`config.mk`:
```
export PLATFORM = sky130hd
export DESIGN_NAME = sr_cmd_driver
export DESIGN_NICKNAME = d
export VERILOG_FILES = /design/src/rtl/sr_cmd_driver.sv
export SDC_FILE = /design/constraint.sdc
export NUM_CORES = 1
export LEC_CHECK = 0
export CAP_MARGIN = 5
export CORE_MARGIN = 3
export CORE_UTILIZATION = 40
export CTS_CLUSTER_SIZE = 20
export DETAILED_ROUTE_END_ITERATION = 8
export GPL_ROUTABILITY_DRIVEN = 0
export GPL_TIMING_DRIVEN = 0
export PLACE_DENSITY_LB_ADDON = 0.2
export SETUP_SLACK_MARGIN = 0.3
export SLEW_MARGIN = 10
export SYNTH_ARGS = -nofsm -noshare
export SYNTH_HDL_FRONTEND = slang
export SYNTH_SLANG_ARGS = --single-unit
```
`constraint.sdc`:
```
create_clock -name clk -period 3.5 [get_ports clk]
set_clock_uncertainty 0.2 [all_clocks]
set_input_delay 1.05 -clock clk [delete_from_list [all_inputs] [get_ports clk]]
set_output_delay 1.05 -clock clk [all_outputs]
set_load 0.02 [all_outputs]
```
`src/rtl/sr_cmd_driver.sv`:
```
// -----------------------------------------------------------------------------
// sr_cmd_driver
//
// Command-side driver for an SR flip-flop. A caller asks for a target q level
// over a valid/ready handshake; the driver issues a timed set or reset pulse
// on s/r (never both high), then watches the flop's q/qb feedback and reports
// done on confirmation or err on timeout. A short idle gap follows every
// command before the next request is accepted.
//
// Parameters:
//   PULSE_CYC   cycles s or r is held high per command (>= 1)
//   GAP_CYC     idle cycles after each command before the next accept (>= 0;
//               0 still yields one GAP cycle to carry the done/err pulse)
//   TIMEOUT_CYC WAIT cycles allowed for the feedback to match (>= 1)
//   CNT_W       counter width, must hold max(PULSE_CYC, GAP_CYC, TIMEOUT_CYC)
//
// Ports:
//   clk        rising-edge clock, sole clock domain
//   rst        synchronous, active-high reset
//   req_valid  request present
//   req_level  target q level (1 = set, 0 = reset)
//   req_ready  driver can accept a request (registered)
//   s, r       set / reset commands to the flop (registered)
//   q_fb       flop q feedback
//   qb_fb      flop qb feedback
//   done       one-cycle pulse: command confirmed (registered)
//   err        one-cycle pulse: confirmation timed out (registered)
//   busy       high in any state other than IDLE (registered)
// -----------------------------------------------------------------------------
module sr_cmd_driver #(
    parameter int PULSE_CYC   = 2,
    parameter int GAP_CYC     = 1,
    parameter int TIMEOUT_CYC = 8,
    parameter int CNT_W       = 4
) (
    input  logic clk,
    input  logic rst,
    input  logic req_valid,
    input  logic req_level,
    output logic req_ready,
    output logic s,
    output logic r,
    input  logic q_fb,
    input  logic qb_fb,
    output logic done,
    output logic err,
    output logic busy
);

    typedef enum logic [1:0] {
        S_IDLE,
        S_DRIVE,
        S_WAIT,
        S_GAP
    } state_e;

    // Last counter value of each timed state (counter runs 0 .. N-1).
    localparam logic [CNT_W-1:0] PULSE_LAST   = CNT_W'(PULSE_CYC - 1);
    localparam logic [CNT_W-1:0] TIMEOUT_LAST = CNT_W'(TIMEOUT_CYC - 1);
    localparam logic [CNT_W-1:0] GAP_LAST     = CNT_W'((GAP_CYC > 1) ? GAP_CYC - 1 : 0);

    state_e           state_q, state_d;
    logic [CNT_W-1:0] cnt_q, cnt_d;
    logic             lvl_q, lvl_d;
    logic             req_ready_q, req_ready_d;
    logic             s_q, s_d;
    logic             r_q, r_d;
    logic             done_q, done_d;
    logic             err_q, err_d;
    logic             busy_q, busy_d;

    logic [CNT_W-1:0] cnt_inc;
    logic             fb_match;

    // Saturating increment: the counter can never wrap back into range.
    assign cnt_inc  = (cnt_q == '1) ? cnt_q : cnt_q + 1'b1;
    // A 00 or 11 feedback pair never counts as a match.
    assign fb_match = (q_fb == lvl_q) && (qb_fb == ~lvl_q);

    always_comb begin
        // NOTE: every signal written here gets a default first, so no path
        // can leave one unassigned and infer a latch.
        state_d = state_q;
        cnt_d   = cnt_q;
        lvl_d   = lvl_q;
        done_d  = 1'b0;
        err_d   = 1'b0;

        unique case (state_q)
            S_IDLE: begin
                if (req_valid && req_ready_q) begin
                    lvl_d = req_level;
                    cnt_d = '0;
                    // Flop already sits at the requested level: skip the pulse.
                    if ((q_fb == req_level) && (qb_fb == ~req_level)) begin
                        state_d = S_GAP;
                        done_d  = 1'b1;
                    end else begin
                        state_d = S_DRIVE;
                    end
                end
            end
            S_DRIVE: begin
                if (cnt_q == PULSE_LAST) begin
                    state_d = S_WAIT;
                    cnt_d   = '0;
                end else begin
                    cnt_d = cnt_inc;
                end
            end
            S_WAIT: begin
                if (fb_match) begin
                    state_d = S_GAP;
                    done_d  = 1'b1;
                    cnt_d   = '0;
                end else if (cnt_q == TIMEOUT_LAST) begin
                    state_d = S_GAP;
                    err_d   = 1'b1;
                    cnt_d   = '0;
                end else begin
                    cnt_d = cnt_inc;
                end
            end
            S_GAP: begin
                if (cnt_q >= GAP_LAST) begin
                    state_d = S_IDLE;
                    cnt_d   = '0;
                end else begin
                    cnt_d = cnt_inc;
                end
            end
            default: begin
                state_d = S_IDLE;
                cnt_d   = '0;
            end
        endcase

        // Outputs are decoded from the next state so they can be registered
        // and still line up with the state they describe.
        s_d         = (state_d == S_DRIVE) &&  lvl_d;
        r_d         = (state_d == S_DRIVE) && !lvl_d;
        req_ready_d = (state_d == S_IDLE);
        busy_d      = (state_d != S_IDLE);
    end

    // NOTE: sequential state uses non-blocking assignments only, so every
    // register samples the pre-edge values regardless of statement order.
    always_ff @(posedge clk) begin
        if (rst) begin
            state_q     <= S_IDLE;
            cnt_q       <= '0;
            lvl_q       <= 1'b0;
            req_ready_q <= 1'b0;
            s_q         <= 1'b0;
            r_q         <= 1'b0;
            done_q      <= 1'b0;
            err_q       <= 1'b0;
            busy_q      <= 1'b0;
        end else begin
            state_q     <= state_d;
            cnt_q       <= cnt_d;
            lvl_q       <= lvl_d;
            req_ready_q <= req_ready_d;
            s_q         <= s_d;
            r_q         <= r_d;
            done_q      <= done_d;
            err_q       <= err_d;
            busy_q      <= busy_d;
        end
    end

    assign req_ready = req_ready_q;
    assign s         = s_q;
    assign r         = r_q;
    assign done      = done_q;
    assign err       = err_q;
    assign busy      = busy_q;

endmodule

```
# Yosys cells after proc, flatten, opt, wreduce, memory -nomap -nowiden
# Index checks and enable logic that the tools add are counted.
totals:
  wordCells: 57
  mem_bits_ro: 0
  out_inout_bits: 6
  ramBits: 0
  inputBits: 6
  mem_count: 0
  latch_bits: 0
  regBits: 13
op_classes:
  multipliers: 0
  eq_ne: 12
  n_addsub: 1
  n_shift: 0
  muxes: 21
  n_reduce_logical: 10
  order_cmp: 1
  bitwise: 3
  div_mod_pow: 0
ops:
  columns: ["operator", "n"]
  rows:
  - ["4-bit two-way mux", 6]
  - ["4-bit one-hot mux with 4 select lines", 1]
  - ["2-bit two-way mux", 6]
  - ["2-bit one-hot mux with 4 select lines", 1]
  - ["1-bit two-way mux", 6]
  - ["1-bit logical AND", 5]
  - ["4-bit by 1-bit adder with 4-bit output, second input constant", 1]
  - ["1-bit == test", 4]
  - ["2-bit by 1-bit == test with 1-bit output, second input constant", 2]
  - ["2-bit == test, second input constant", 2]
  - ["4-bit by 1-bit == test with 1-bit output, second input constant", 1]
  - ["4-bit by 3-bit == test with 1-bit output, second input constant", 1]
  - ["4-bit == test, second input constant", 1]
  - ["4-bit by 1-bit >= comparator with 1-bit output, second input constant", 1]
  - ["2-bit zero test", 2]
  - ["1-bit NOT", 3]
  - ["3-bit OR reduction", 1]
  - ["2-bit != test, second input constant", 1]
  - ["1-bit one-hot mux with 2 select lines", 1]
  - ["2-bit nonzero test", 1]
  - ["1-bit zero test", 1]

# Longest topological paths before layout
depth:
  word_depth: 8
  ltp_mapped: 7
  depth_no_buf: 7

# Worst setup path before layout
# OpenSTA, ideal clock, no wires.
synth_timing:
  path_type: "input-to-reg"
  startpoint: "input q_fb"
  endpoint: "register s_q (netlist: s)"
  setup_time_ns: 0.096
  required_time_ns: 3.204
  stages: 4
  n_path_buf: 0
  slack_ns: 1.265
  t_arrival_ns: 1.940
  path_cell_list: "or3b_1 -> nand4b_1 -> a22oi_4 -> nor4b_1"
synth_between:
  elab_chain_cells: 7
  word_cells_on_any_way: 10
  classes_between: "3 x eq/ne; 4 x mux; 3 x reduce/logical"
synth_lines:
  columns: ["item", "line", "source"]
  rows:
  - ["start, declared", "43", "input logic q_fb,"]
  - ["1-bit == test", "95", "if ((q_fb == req_level) && (qb_fb == ~req_level)) begin"]
  - ["1-bit logical AND", "95", null]
  - ["2-bit two-way mux", "95", null]
  - ["2-bit two-way mux", "91", "if (req_valid && req_ready_q) begin"]
  - ["2-bit one-hot mux with 4 select lines (*)", "89", "unique case (state_q)"]
  - ["2-bit by 1-bit == test with 1-bit output (*)", "140", "s_d = (state_d == S_DRIVE) && lvl_d;"]
  - ["1-bit logical AND (*)", "140", null]
  - ["end signal, assigned", "154", "s_q <= 1'b0;"]
  - ["end signal, assigned", "164", "s_q <= s_d;"]
  - ["end, declared", "66", "logic s_q, s_d;"]
# Every way passes the cells marked *; elsewhere a longest branch is shown, timed or not.
# A chain may end at the register's enable or synchronous reset.

# Worst setup path in the final report
layout_timing:
  startpoint: "input req_valid"
  endpoint: "register s_q (netlist: s)"
layout_between:
  elab_chain_cells: 5
  word_cells_on_any_way: 7
  classes_between: "1 x eq/ne; 4 x mux; 2 x reduce/logical"
layout_lines:
  columns: ["item", "line", "source"]
  rows:
  - ["start, declared", "38", "input logic req_valid,"]
  - ["1-bit logical AND (*)", "91", null]
  - ["2-bit two-way mux", "91", null]
  - ["2-bit one-hot mux with 4 select lines", "89", null]
  - ["2-bit by 1-bit == test with 1-bit output", "140", null]
  - ["1-bit logical AND (*)", "140", null]
# Marked as above.

==> impl_metrics.ini <==
[clocking]
ctsResizeCount = 0
clockBufferDepth = 2
cts-root-buf = clkbuf_4
clock_latency_ps = 280
cts_buffers = 3
holdBufCountCts = 0
post-cts-setup-buffers = 0
cts.sinks = 13
cts_tree = built
htree_levels = 1
clk_pin_slew_worst_paths_ps = 80

[worst_setup_path]
critPathSlowestCell = a21boi_1
cpLargestDelayFamily = compound AO/OA/AOI/OAI gates
r2r_setup_slack_ps = 1390
arrival_ps = 2530
critical_path.endpoint_type = flip-flop
max_stage_delay_ps = 490
crit_chain = clkdlybuf4s50_1 -> a21boi_1 -> a2bb2oi_1 -> o21a_1 -> nor4b_1
start_kind = primary input
crit_type = in -> reg
worstReg2RegStart = state_q[0]
cp_num_buf_inv = 1
cp.required_ps = 3470
crit_start = req_valid
path_max_fanout = 7

[floorplanning]
die_h_um = 47.74
initial_core_util_pct = 44.21
num_rows = 14
dieWidth_um = 47.74
dieArea_um2 = 2279
ios = 12
coreArea_um2 = 1577

[synthesis]
async_reset_ff_share_pct = 0
synth_nets = 92
synth-seq-cells = 13
dominantRegCellSynth = dfxtp_1
synth_edf_count = 0
netlist_top_cells_count = 13 x dfxtp_1, 9 x nand2_1, 8 x a21oi_1, 6 x ha_1
ys_top_cells_by_area = dfxtp_1 37%, ha_1 11%, a21oi_1 5.7%
yosysMostFrequentCell = dfxtp_1
synth_top_area_share_pct = 37.34
ys_seq_area_share_pct = 37.34
synth_area_um2 = 696.9
synth-warning-count = 0
synthCells = 80
syn_avg_cell_area_um2 = 8.711
yosysUniqueCellTypes = 28
synth_largest_area_cell = dfxtp_1

[route]
drt_first_iter_violations = 14
drc = 0
vias = 594
via_per_inst = 5.351
antenna_left = 0
drt-pass1-iter-count = 4
wirelength_mm = 1.376
post_drt_wl_per_cell_um = 12.40

[cells_and_area]
antenna_cells = 0
final_layout_size_suffix_gt1_share_pct = 6.316
finalNetCount = 108
fillers = 164
layout.cells.non_filler = 111
syn_to_final_growth_pct = 22.44

[placement]
pre_cts_ws_ps = 690.7
dp_cells = 107
port-buffer-count = 11
hpwl_mm = 1.057

[sta]
setup_ws_ps = 943.7
finalMaxSlewViolations = 0
timing.final.crit_period_ps = 2556
worst_hold_slack_ps = 333.2
max_freq_mhz = 391.2
hold_viol_final = 0
min_period_over_period_pct = 73.04
relSlewSlack_pct = 62.79
rsz0062_at_grt = no
setup_violations = 0
finalSetupTns_ps = 0
worstMarginPinSlew_ps = 557.0

[global_routing]
first_global_vias = 573
grt_use_total_pct = 15.34
grt_start_max_net_pins = 11
antenna_found_initial = 0
grt.overflow.total = 0
grt_first_pass_wirelength_mm = 2.428

[power]
leakage_nw = 0.3297
ir_worst_vdd_uv = 290.7
p_per_area_nw_per_um2 = 390.4

[hold_path]
min-delay-start = cnt_q[1]
hold_class = reg -> reg

[flow_run]
drv_cap = 0

[run_status]
status = finished clean
[final cells by class]
| type | instances | area, µm² | area share [%] |
|---|---|---|---|
| buffer | 1 | 3.754 | 0.4399 |
| sequential | 13 | 260.3 | 30.50 |
| clock buffer | 4 | 26.28 | 3.079 |
| inverter | 4 | 15.01 | 1.760 |
| multi-input combinational | 62 | 417.9 | 48.97 |
| timing repair buffer | 11 | 110.1 | 12.90 |
| tap | 16 | 20.02 | 2.346 |
[report_power, final]
group          switching [W]  internal, W  total (W)
sequential        0.00000522     0.000155   0.000160
clock              0.0000524    0.0000443  0.0000967
combinational      0.0000409    0.0000350  0.0000759
[layout by cell type (no fill, tap or decap), drive strengths merged, types with 3 or more instances in the layout]
cell,n
dfxtp,13
clkdlybuf4s50,11
nand2,9
a21oi,8
ha,6
nor2,6
nor3,5
clkbuf,5
inv,4
nand3b,4
nand3,3
and3,3
or3b,3
o21ai,3
[kinds of logic (layout without fill, tap and decap cells)]
logic type | count (synthesis) | after routing | synth area share (%)
simple gates | 37 | 37 | 29.80
fa+ha+maj | 6 | 6 | 10.77
compound gates | 18 | 18 | 17.95
buf+inv | 5 | 20 | 2.692
flops | 13 | 13 | 37.34
mux | 1 | 1 | 1.436
[stage by stage]
step,power [W],area [µm²],util (%)
after global routing,0.0003515,853.3,54.13
after global placement,0.0002389,827.0,52.46
after floorplan,0.0002137,696.9,-
after detailed placement,0.0002396,827.0,52.46
after CTS,0.0003357,853.3,54.13
final,0.0003331,853.3,54.13
[tightest hold or removal path: cells and delay by family, from the launching register on]
kind | cells | cell delay (ps)
AOI/OAI and AO/OA | 1 | 80
DFF | 1 | 330
buffers and inverters | 1 | 70
[state kept, by name, summed over array words and instances (netlist names)]
register / count
state_q: 2
err: 1
req_ready: 1
lvl_q: 1
done: 1
s: 1
r: 1
busy: 1
cnt_q: 4
[path summary, 6_finish.rpt]
check / to / cells after the start
hold reg to reg: cnt_q[1] / 2
setup / recovery: s / 5
hold / removal: cnt_q[1] / 2
setup reg to reg: s / 6
[per-layer routing]
| layer | global-route usage [%] | share of wire, % |
|---|---|---|
| met1 | 20.18 | 53 |
| met2 | 23.22 | 43 |
| met4 | 6.452 | 0.65 |
| met5 | 0 | 0 |
| met3 | 4.511 | 2.7 |
(Power assumes the default switching activity.)
